==> src/rtl/irq_pending_latch.sv <==
// Synchronises eight asynchronous request lines, latches their rising edges into sticky
// pending bits and hands them to a priority encoder. Optional macro: IRQ_OVERFLOW_EN.
module irq_pending_latch #(
   parameter int SYNC_STAGES = 2
) (
   input  logic       clk,
   input  logic       rst,
   input  logic [7:0] req,
   input  logic [7:0] mask,
   input  logic       ack,
   input  logic [2:0] ack_id,
   output logic [7:0] data,
   output logic [7:0] pending,
   output logic       irq,
   output logic [1:0] state
`ifdef IRQ_OVERFLOW_EN
   ,
   output logic [7:0] overflow
`endif
);

   typedef enum logic [1:0] {
      IDLE = 2'd0,
      REQ  = 2'd1,
      HOLD = 2'd2
   } state_t;

   state_t     cur_state;
   state_t     nxt_state;
   logic [7:0] sync_q [SYNC_STAGES];
   logic [7:0] prev_q;
   logic [7:0] pending_q;
   logic [7:0] rise;
   logic [7:0] clr;

   // Previous-value flop resets to 0, so a line already high at release counts as an edge.
   always_ff @(posedge clk or posedge rst) begin
      if (rst) begin
         for (int s = 0; s < SYNC_STAGES; s++) begin
            sync_q[s] <= '0;
         end
         prev_q <= '0;
      end else begin
         sync_q[0] <= req;
         for (int s = 1; s < SYNC_STAGES; s++) begin
            sync_q[s] <= sync_q[s-1];
         end
         prev_q <= sync_q[SYNC_STAGES-1];
      end
   end

   assign rise = sync_q[SYNC_STAGES-1] & ~prev_q;

   always_comb begin
      clr = '0;
      if (cur_state == REQ && ack) begin
         clr[ack_id] = 1'b1;
      end
   end

   // Set is OR-ed after the clear so a fresh edge on the acknowledged bit survives.
   always_ff @(posedge clk or posedge rst) begin
      if (rst) begin
         pending_q <= '0;
      end else begin
         pending_q <= (pending_q & ~clr) | rise;
      end
   end

`ifdef IRQ_OVERFLOW_EN
   logic [7:0] overflow_q;

   always_ff @(posedge clk or posedge rst) begin
      if (rst) begin
         overflow_q <= '0;
      end else begin
         overflow_q <= overflow_q | (rise & pending_q & ~clr);
      end
   end

   assign overflow = overflow_q;
`endif

   assign pending = pending_q;
   assign data    = pending_q & ~mask;

   always_ff @(posedge clk or posedge rst) begin
      if (rst) begin
         cur_state <= IDLE;
      end else begin
         cur_state <= nxt_state;
      end
   end

   // HOLD gives the encoder one cycle to settle on the updated data before irq returns.
   always_comb begin
      nxt_state = IDLE;
      case (cur_state)
         IDLE: begin
            nxt_state = (data != 8'h00) ? REQ : IDLE;
         end
         REQ: begin
            if (ack) begin
               nxt_state = HOLD;
            end else if (data == 8'h00) begin
               nxt_state = IDLE;
            end else begin
               nxt_state = REQ;
            end
         end
         HOLD: begin
            nxt_state = (data != 8'h00) ? REQ : IDLE;
         end
         default: begin
            nxt_state = IDLE;
         end
      endcase
   end

   assign irq   = (cur_state == REQ);
   assign state = cur_state;

endmodule

==> config.mk <==
export PLATFORM = sky130hd
export DESIGN_NAME = irq_pending_latch
export DESIGN_NICKNAME = d
export VERILOG_FILES = /design/src/rtl/irq_pending_latch.sv
export SDC_FILE = /design/constraint.sdc
export NUM_CORES = 1
export LEC_CHECK = 0
export ABC_AREA = 0
export BUFFER_PORTS_ARGS = -buffer_cell sky130_fd_sc_hd__buf_2
export CAP_MARGIN = 5
export CORE_MARGIN = 2
export CORE_UTILIZATION = 30
export CTS_CLUSTER_SIZE = 40
export DETAILED_ROUTE_END_ITERATION = 12
export PLACE_DENSITY_LB_ADDON = 0.12
export SLEW_MARGIN = 20
export SYNTH_ARGS = -nofsm -noshare
export SYNTH_HDL_FRONTEND = slang
export SYNTH_SLANG_ARGS = --single-unit
==> constraint.sdc <==
create_clock -name clk -period 1.1 [get_ports clk]
set_input_delay 0 -clock clk [delete_from_list [all_inputs] [get_ports clk]]
set_output_delay 0 -clock clk [all_outputs]
set_load 0.05 [all_outputs]
Word level (Yosys, flattened, before mapping)
Index checks and enable logic that the tools add are counted.

word-level totals
  memories = 0
  memory bits (read-only) = 0
  bits in writable memories = 0
  input bits = 22
  word-level logic and storage cells = 29
  latch bits = 0
  register bits = 34

operators by class
  reductions and logical operators = 6
  div/mod/pow operators = 0
  multiplexer cells = 7
  bitwise logic cells = 7
  $mul = 0
  equal/unequal tests = 2
  $add $sub $neg = 0
  shift operators = 0
  $lt $le $gt $ge = 2

operators with widths
  operator            number
  $and 8x8->8         3
  $not 8->8           3
  $logic_not 8->1     1
  $mux 8              1
  $or 8x8->8          1
  $reduce_bool 8->1   1
  $lt 3x4->1 const B  1
  $pmux 2 s2          1
  $demux 1 s3         1
  $ge 3x1->1 const B  1
  $mux 1              3
  $eq 2x1->1 const B  1
  $eq 2x2->1 const B  1
  $logic_and 1x1->1   2
  $logic_not 2->1     1
  $mux 2              1
  $reduce_or 2->1     1

Longest topological paths before layout
Gate-level depths: netlist of run 1.

  depth in word-level cells = 8
  gate-level depth with buffers = 3

Least setup slack after synthesis of run 1
Ideal clock, no wire load.

  path type = flip-flop to flip-flop
  start point = reg pending_q[0], in the netlist pending[0]
  end point = reg cur_state[0], in the netlist state[0]
  slack = -0.721 ns
  stages on the path, launching flop included = 4
  path buffers = 0
  library setup time = 0.078 ns
  arrival time = 1.743 ns
  cells stage by stage = dfrtp_1 > nor2b_1 > nor4_1 > a21oi_1

between the ends
  cells in the longest elaborated chain, start to end = 5
  elaborated cells between the ends (all ways) = 7

RTL lines
  what                    line  RTL
  from (decl)             32    logic [7:0] pending_q;
  from (signal assigned)  66    pending_q <= (pending_q & ~clr) | rise;
  $and 8x8->8 (*)         85    assign data = pending_q & ~mask;
  net data[0]             12    output logic [7:0] data,
  $logic_not 8->1         105   end else if (data == 8'h00) begin
  $mux 1                  105
  $mux 2                  103   if (ack) begin
  $pmux 2 s2 (*)          98    case (cur_state)
  net nxt_state[0]        29    state_t nxt_state;
  to (signal assigned)    91    cur_state <= nxt_state;
  to (decl)               28    state_t cur_state;

Mark *: on every way through the listed nets, which the timed path passes. The rest lies on a longest branch.

Final worst setup path of run 1
  start point = reg cur_state[1], in the netlist state[1]
  end point = out irq

between the ends
  cells in the longest elaborated chain, start to end = 1

RTL lines
  what        line  RTL
  $eq 2x1->1  120   assign irq = (cur_state == REQ);
  to (decl)   14    output logic irq,

Every way passes these cells.

==> qor.yml, run 1 <==
run_status:
  status: "finished with violations"
  violations: "setup timing"
clock_network:
  clkLatencyLatePin_ps: 330
  clkSinkCount: 34
  numCtsBuffers: 5
  cts_max_path_buffers: 2
  clk_pin_slew_ps: 90
  cts_tree: "yes"
  cts-root-buf: "clkbuf_4"
  htreeDepth: 2
place:
  io_buffers: 40
  dp_slack_ps: -41.6
  dp_hpwl_um: 1530
  gp_congestion: 0.750
  place_inst: 166
setup_path:
  crit_fanout: 5
  crit_required_ps: 1100
  crit_chain: "and2b_4 > buf_8"
  rrSetupSlack_ps: -30
  cp-start-kind: "flip-flop"
  max_stage_delay_ps: 440
  worst_path_max_delay_cell: "dfrtp_2"
  cp.buffers_inverters: 1
  path_delay_family: "flip-flops"
  crit_path_end_kind: "output port"
  crit_arrival_ps: 1160
  crit_type: "reg -> out"
global_routing:
  grt_max_degree: 35
  grt_pass1_wl_um: 3530
  grt_use_total: 0.119
  antenna_found_initial: 0
  grt_pass1_vias: 765
  grt.overflow.total: 0
sta:
  holdWs_ps: 88.2
  maxSlewViolCount: 0
  post-route-min-period_ps: 1160
  slew_headroom: 0.723
  setup_viol: 5
  rsz0062_at_grt: "true"
  min_period_over_period: 1.05
  worstMarginPinSlew_ps: 415
  final_hold_viol_count: 0
  fmax_mhz: 864
  finalWorstSetupSlack_ps: -58.0
  finClkSkew_ps: 11.5
logic_synthesis:
  synth-seq-cells: 34
  synth_top_area_share: 0.777
  ys_types: 15
  ys_top_cells_by_area: "dfrtp_1 (78%), o21ai_0 (5.5%), nor2b_1 (4.6%)"
  ys_seq_area_frac: 0.777
  syn_inst: 78
  synth_top_cell_by_area: "dfrtp_1"
  yosys_warnings: 0
  syn_avg_cell_area_um2: 14.0
  syn_area_um2: 1090
  synth_nets: 100
detailed_routing:
  viasPerCell: 4.24
  vias: 810
  wl_um: 2230
  drt_iter0_drc: 29
  wl_per_cell_um: 11.6
  first_pass_iters: 2
  detail-route-antenna-nets: 0
  post-route-drc-count: 0
layout:
  area_growth_pct: 63.4
  stdcell_count: 191
  nets: 166
  utilization: 0.524
  multiInputGateArea_um2: 339
  n_fill_cell: 314
  post_route_cells_drive_above_1_share: 0.559
  n_antenna_cell: 0
  regArea_um2: 863
power_and_ir_drop:
  vdd_drop_max_uv: 782
  leakagePower_nw: 0.850
  power_density_nw_per_um2: 1510
floorplanning:
  die_area_um2: 4150
  rows: 21
  start_util: 0.321
  core_area_um2: 3420
  die_h_um: 64.4
  pin_count: 41
  die_w_um: 64.4
worst_hold_path:
  hp-class: "in -> reg"
run:
  cap_violations: 0
[report_power, final]
| group | switching (W) | total [W] | internal (W) | leakage [nW] |
|---|---|---|---|---|
| clock network | 0.000372 | 0.000626 | 0.000254 | 0.0265 |
| logic | 0.000411 | 0.000691 | 0.000279 | 0.451 |
| registers | 0.0000509 | 0.00139 | 0.00133 | 0.372 |
[final cells by class]
type	count	area share
inverter	9	0.0189
sequential	34	0.483
multi-input combinational	35	0.190
tap	46	0.0322
clock buffer	8	0.0273
timing repair buffer	59	0.250
[worst min-delay path, delay by kind of cell]
family	cells	cell delay, ps
buf+inv	1	110
simple gates	1	130
compound gates	2	120
[cell usage after synthesis]
| cell type | number |
|---|---|
| dfrtp_1 | 34 |
| o21ai_0 | 12 |
| inv_1 | 9 |
| nor2b_1 | 8 |
| nand2b_1 | 2 |
| nor4_1 | 2 |
| o21ai_1 | 2 |
| o31ai_1 | 2 |
| a21oi_1 | 1 |
| and2_1 | 1 |
| and2b_1 | 1 |
| nand2_1 | 1 |
| nand4b_1 | 1 |
| nand4bb_1 | 1 |
| o21a_1 | 1 |
[final timing paths]
check | start | to | depth (start not counted)
max | state[1] | irq | 2
max in group asynchronous | rst | pending[2] | 4
min reg2reg | sync_q[9] | sync_q[1] | 0
max reg2reg | state[1] | pending[3] | 4
min in group asynchronous | rst | prev_q[7] | 4
min | ack_id[0] | pending[1] | 4
[cell usage in the layout (no fill, tap or decap), drive strengths merged]
| cell | instances |
|---|---|
| a21oi | 1 |
| and2 | 1 |
| and2b | 1 |
| buf | 47 |
| clkbuf | 8 |
| dfrtp | 34 |
| dlygate4sd3 | 12 |
| inv | 9 |
| nand2 | 1 |
| nand2b | 2 |
| nand4b | 1 |
| nand4bb | 1 |
| nor2b | 8 |
| nor4 | 2 |
| o21a | 1 |
| o21ai | 14 |
| o31ai | 2 |
[routing by layer]
metal  global-route usage  wire length [um]  vias up
met5                    0                 0        -
met4               0.0718                55        0
met3               0.0521               169        7
met2                0.174              1070       31
met1                0.145               935      381
li1                     -                 -      391
[kinds of logic after synthesis]
group,count (synthesis),synth area share
AO/OA/AOI/OAI,18,0.0891
buffers and inverters,9,0.0309
flip-flops,34,0.777
AND/OR/NAND/NOR,17,0.103
[repair_timing]
item	CTS	global route
setup endpoints to repair	13	17
hold buffers	12	0
gates resized for setup	16	21
endpoints found under the hold margin	46	0
setup buffers	1	4
pin swaps	2	5
[per-stage QoR]
stage / instance area (um^2) / power, W / TNS [ps]
2_1_floorplan: 1190 / 0.00180 / -298
3_3_place_gp: 1460 / 0.00195 / 0
3_5_place_dp: 1460 / 0.00196 / -41.6
4_1_cts: 1690 / 0.00267 / -127
5_1_grt: 1790 / 0.00284 / -611
6_report: 1790 / 0.00270 / -135
[state kept, by name, summed over array words and instances, names as in the netlist]
register / count
pending: 8
prev_q: 8
state: 2
sync_q: 16
(Power assumes the default switching activity.)
==> inputs of run 2 (changes only) <==
BUFFER_PORTS_ARGS = -buffer_cell sky130_fd_sc_hd__clkbuf_2   (was -buffer_cell sky130_fd_sc_hd__buf_2)
==> qor.yml, run 2 (same netlist as run 1, synthesis figures left out) <==
global_routing:
  grt_pass1_vias: 799
  met3_usage: 0.0486
  use_met1: 0.135
  grt.overflow.total: 0
  grt_use_total: 0.121
  antenna_found_initial: 0
  use_met2: 0.198
  grt_max_degree: 35
  grt-busiest-layer: "met2"
  grt_pass1_wl_um: 3630
floorplanning:
  die_area_um2: 4150
  start_util: 0.321
  die_w_um: 64.4
  core_area_um2: 3420
  die_h_um: 64.4
  rows: 21
  pin_count: 41
setup_path:
  crit_required_ps: 1100
  crit_arrival_ps: 1280
  crit_type: "reg -> out"
  crit_path_end_kind: "output port"
  reg2reg_from: "state[1]"
  reg2reg_to: "pending[7]"
  crit_fanout: 3
  rrSetupSlack_ps: -60
  r2r_cells: 4
  cp-start-kind: "flip-flop"
power_and_ir_drop:
  power_density_nw_per_um2: 1480
  internal_power_w: 0.00192
  leakagePower_nw: 0.902
  sequentialPowerShare: 0.502
  clkPwrFrac: 0.218
  sw_frac_of_total: 0.303
  power_frac_comb: 0.280
  power_switching_w: 0.000838
  vdd_drop_max_uv: 892
layout:
  mostFrequentLayoutCells: "clkbuf_2 (29), dfrtp_1 (24), dlygate4sd3_1 (12), buf_4 (12), dfrtp_2 (10)"
  final_common_cell: "clkbuf_2"
  n_antenna_cell: 0
  nets: 171
  regArea_um2: 863
  area_growth_pct: 70.9
  top_register: "sync_q"
  largest_register_ffs: 16
  n_fill_cell: 315
  multiInputGateArea_um2: 338
  post_route_cells_drive_above_1_share: 0.564
clock_network:
  cts-root-buf: "clkbuf_4"
  clkSinkCount: 34
  cts_tree: "yes"
  cts_max_path_buffers: 2
  clk_pin_slew_ps: 100
  htreeDepth: 2
  numCtsBuffers: 5
  clkLatencyLatePin_ps: 330
run_status:
  violations: "setup timing"
  status: "finished with violations"
sta:
  maxSlewViolCount: 0
  setup_tns_ps: -481
  fmax_mhz: 778
  worstMarginPinSlew_ps: 410
  setup_viol: 8
  rsz0062_at_grt: "true"
  slew_headroom: 0.726
  post-route-min-period_ps: 1280
  finalWorstSetupSlack_ps: -185
  final_hold_viol_count: 0
  finClkSkew_ps: 10.4
  min_period_over_period: 1.17
place:
  dp_slack_ps: -29.3
  io_buffers: 40
  gp_congestion: 0.735
  dp_hpwl_um: 1540
detailed_routing:
  wl_um: 2300
  drt_iter0_drc: 12
  vias: 825
  post-route-drc-count: 0
  wl_per_cell_um: 11.8
  viasPerCell: 4.23
  detail-route-antenna-nets: 0
  first_pass_iters: 2
worst_hold_path:
  hold-path-endpoint: "pending[4]"
  hp-start: "ack_id[0]"
  hp-class: "in -> reg"
  hold_depth: 4
run:
  cap_violations: 0
run 2: cell count changes in the layout (fill, tap and decap cells not counted), sizes merged:
cell and delta:
clkbuf +30, buf -26
run 2: worst max-delay path by stage:
| stage | from | to | cells after the start |
|---|---|---|---|
| after floorplan | pending[4] | state[0] | 3 |
| after global placement | pending[5] | state[0] | 3 |
| after detailed placement | state[1] | pending[1] | 3 |
| after CTS | state[1] | irq | 3 |
| after global routing | state[1] | irq | 3 |
| final | state[1] | irq | 3 |
run 2: timing repair:
action	4_1_cts	5_1_grt
endpoints found under the hold margin	46	0
hold buffers	12	0
buffers inserted	3	6
endpoints found under the setup margin	13	18
pin swaps	2	5
gates resized for setup	26	19
run 2: through the flow:
| step | std cells | power, W | cell area, um^2 | util | hold slack [ps] |
|---|---|---|---|---|---|
| 6_report | 195 | 0.00276 | 1870 | 0.548 | 91.7 |
| 5_1_grt | 195 | 0.00290 | 1870 | 0.548 | 98.2 |
| 4_1_cts | 189 | 0.00272 | 1780 | 0.520 | 82.3 |
| 3_5_place_dp | 167 | 0.00196 | 1470 | 0.429 | 94.5 |
| 3_3_place_gp | 167 | 0.00196 | 1470 | 0.429 | 91.6 |
| 2_1_floorplan | 78 | 0.00180 | 1190 | - | 31.4 |
run 2: power by group through the flow:
stage,sequential (W),combinational (W),clock (W)
after global routing,0.00140,0.000814,0.000687
final,0.00139,0.000774,0.000601
after floorplan,0.00153,0.000269,0
after detailed placement,0.00141,0.000552,0
after CTS,0.00139,0.000699,0.000630
after global placement,0.00141,0.000549,0
run 2: final cells by class:
class                   count  share of cell area
inverters                   9              0.0181
well taps                  46              0.0308
multi-input cells          35               0.181
clock buffers               7              0.0241
flip-flops and latches     34               0.462
repair buffers             64               0.285
run 2: worst max-delay path: stages (launching register included):
cell and delay [ps]:
dfrtp_2 430, buf_6 120, and2b_4 250, clkbuf_16 150
run 2: per-layer routing:
layer,routed length (um),share of wire
met2,1180,0.51
met4,59,0.026
met3,148,0.064
met1,905,0.39
met5,0,0
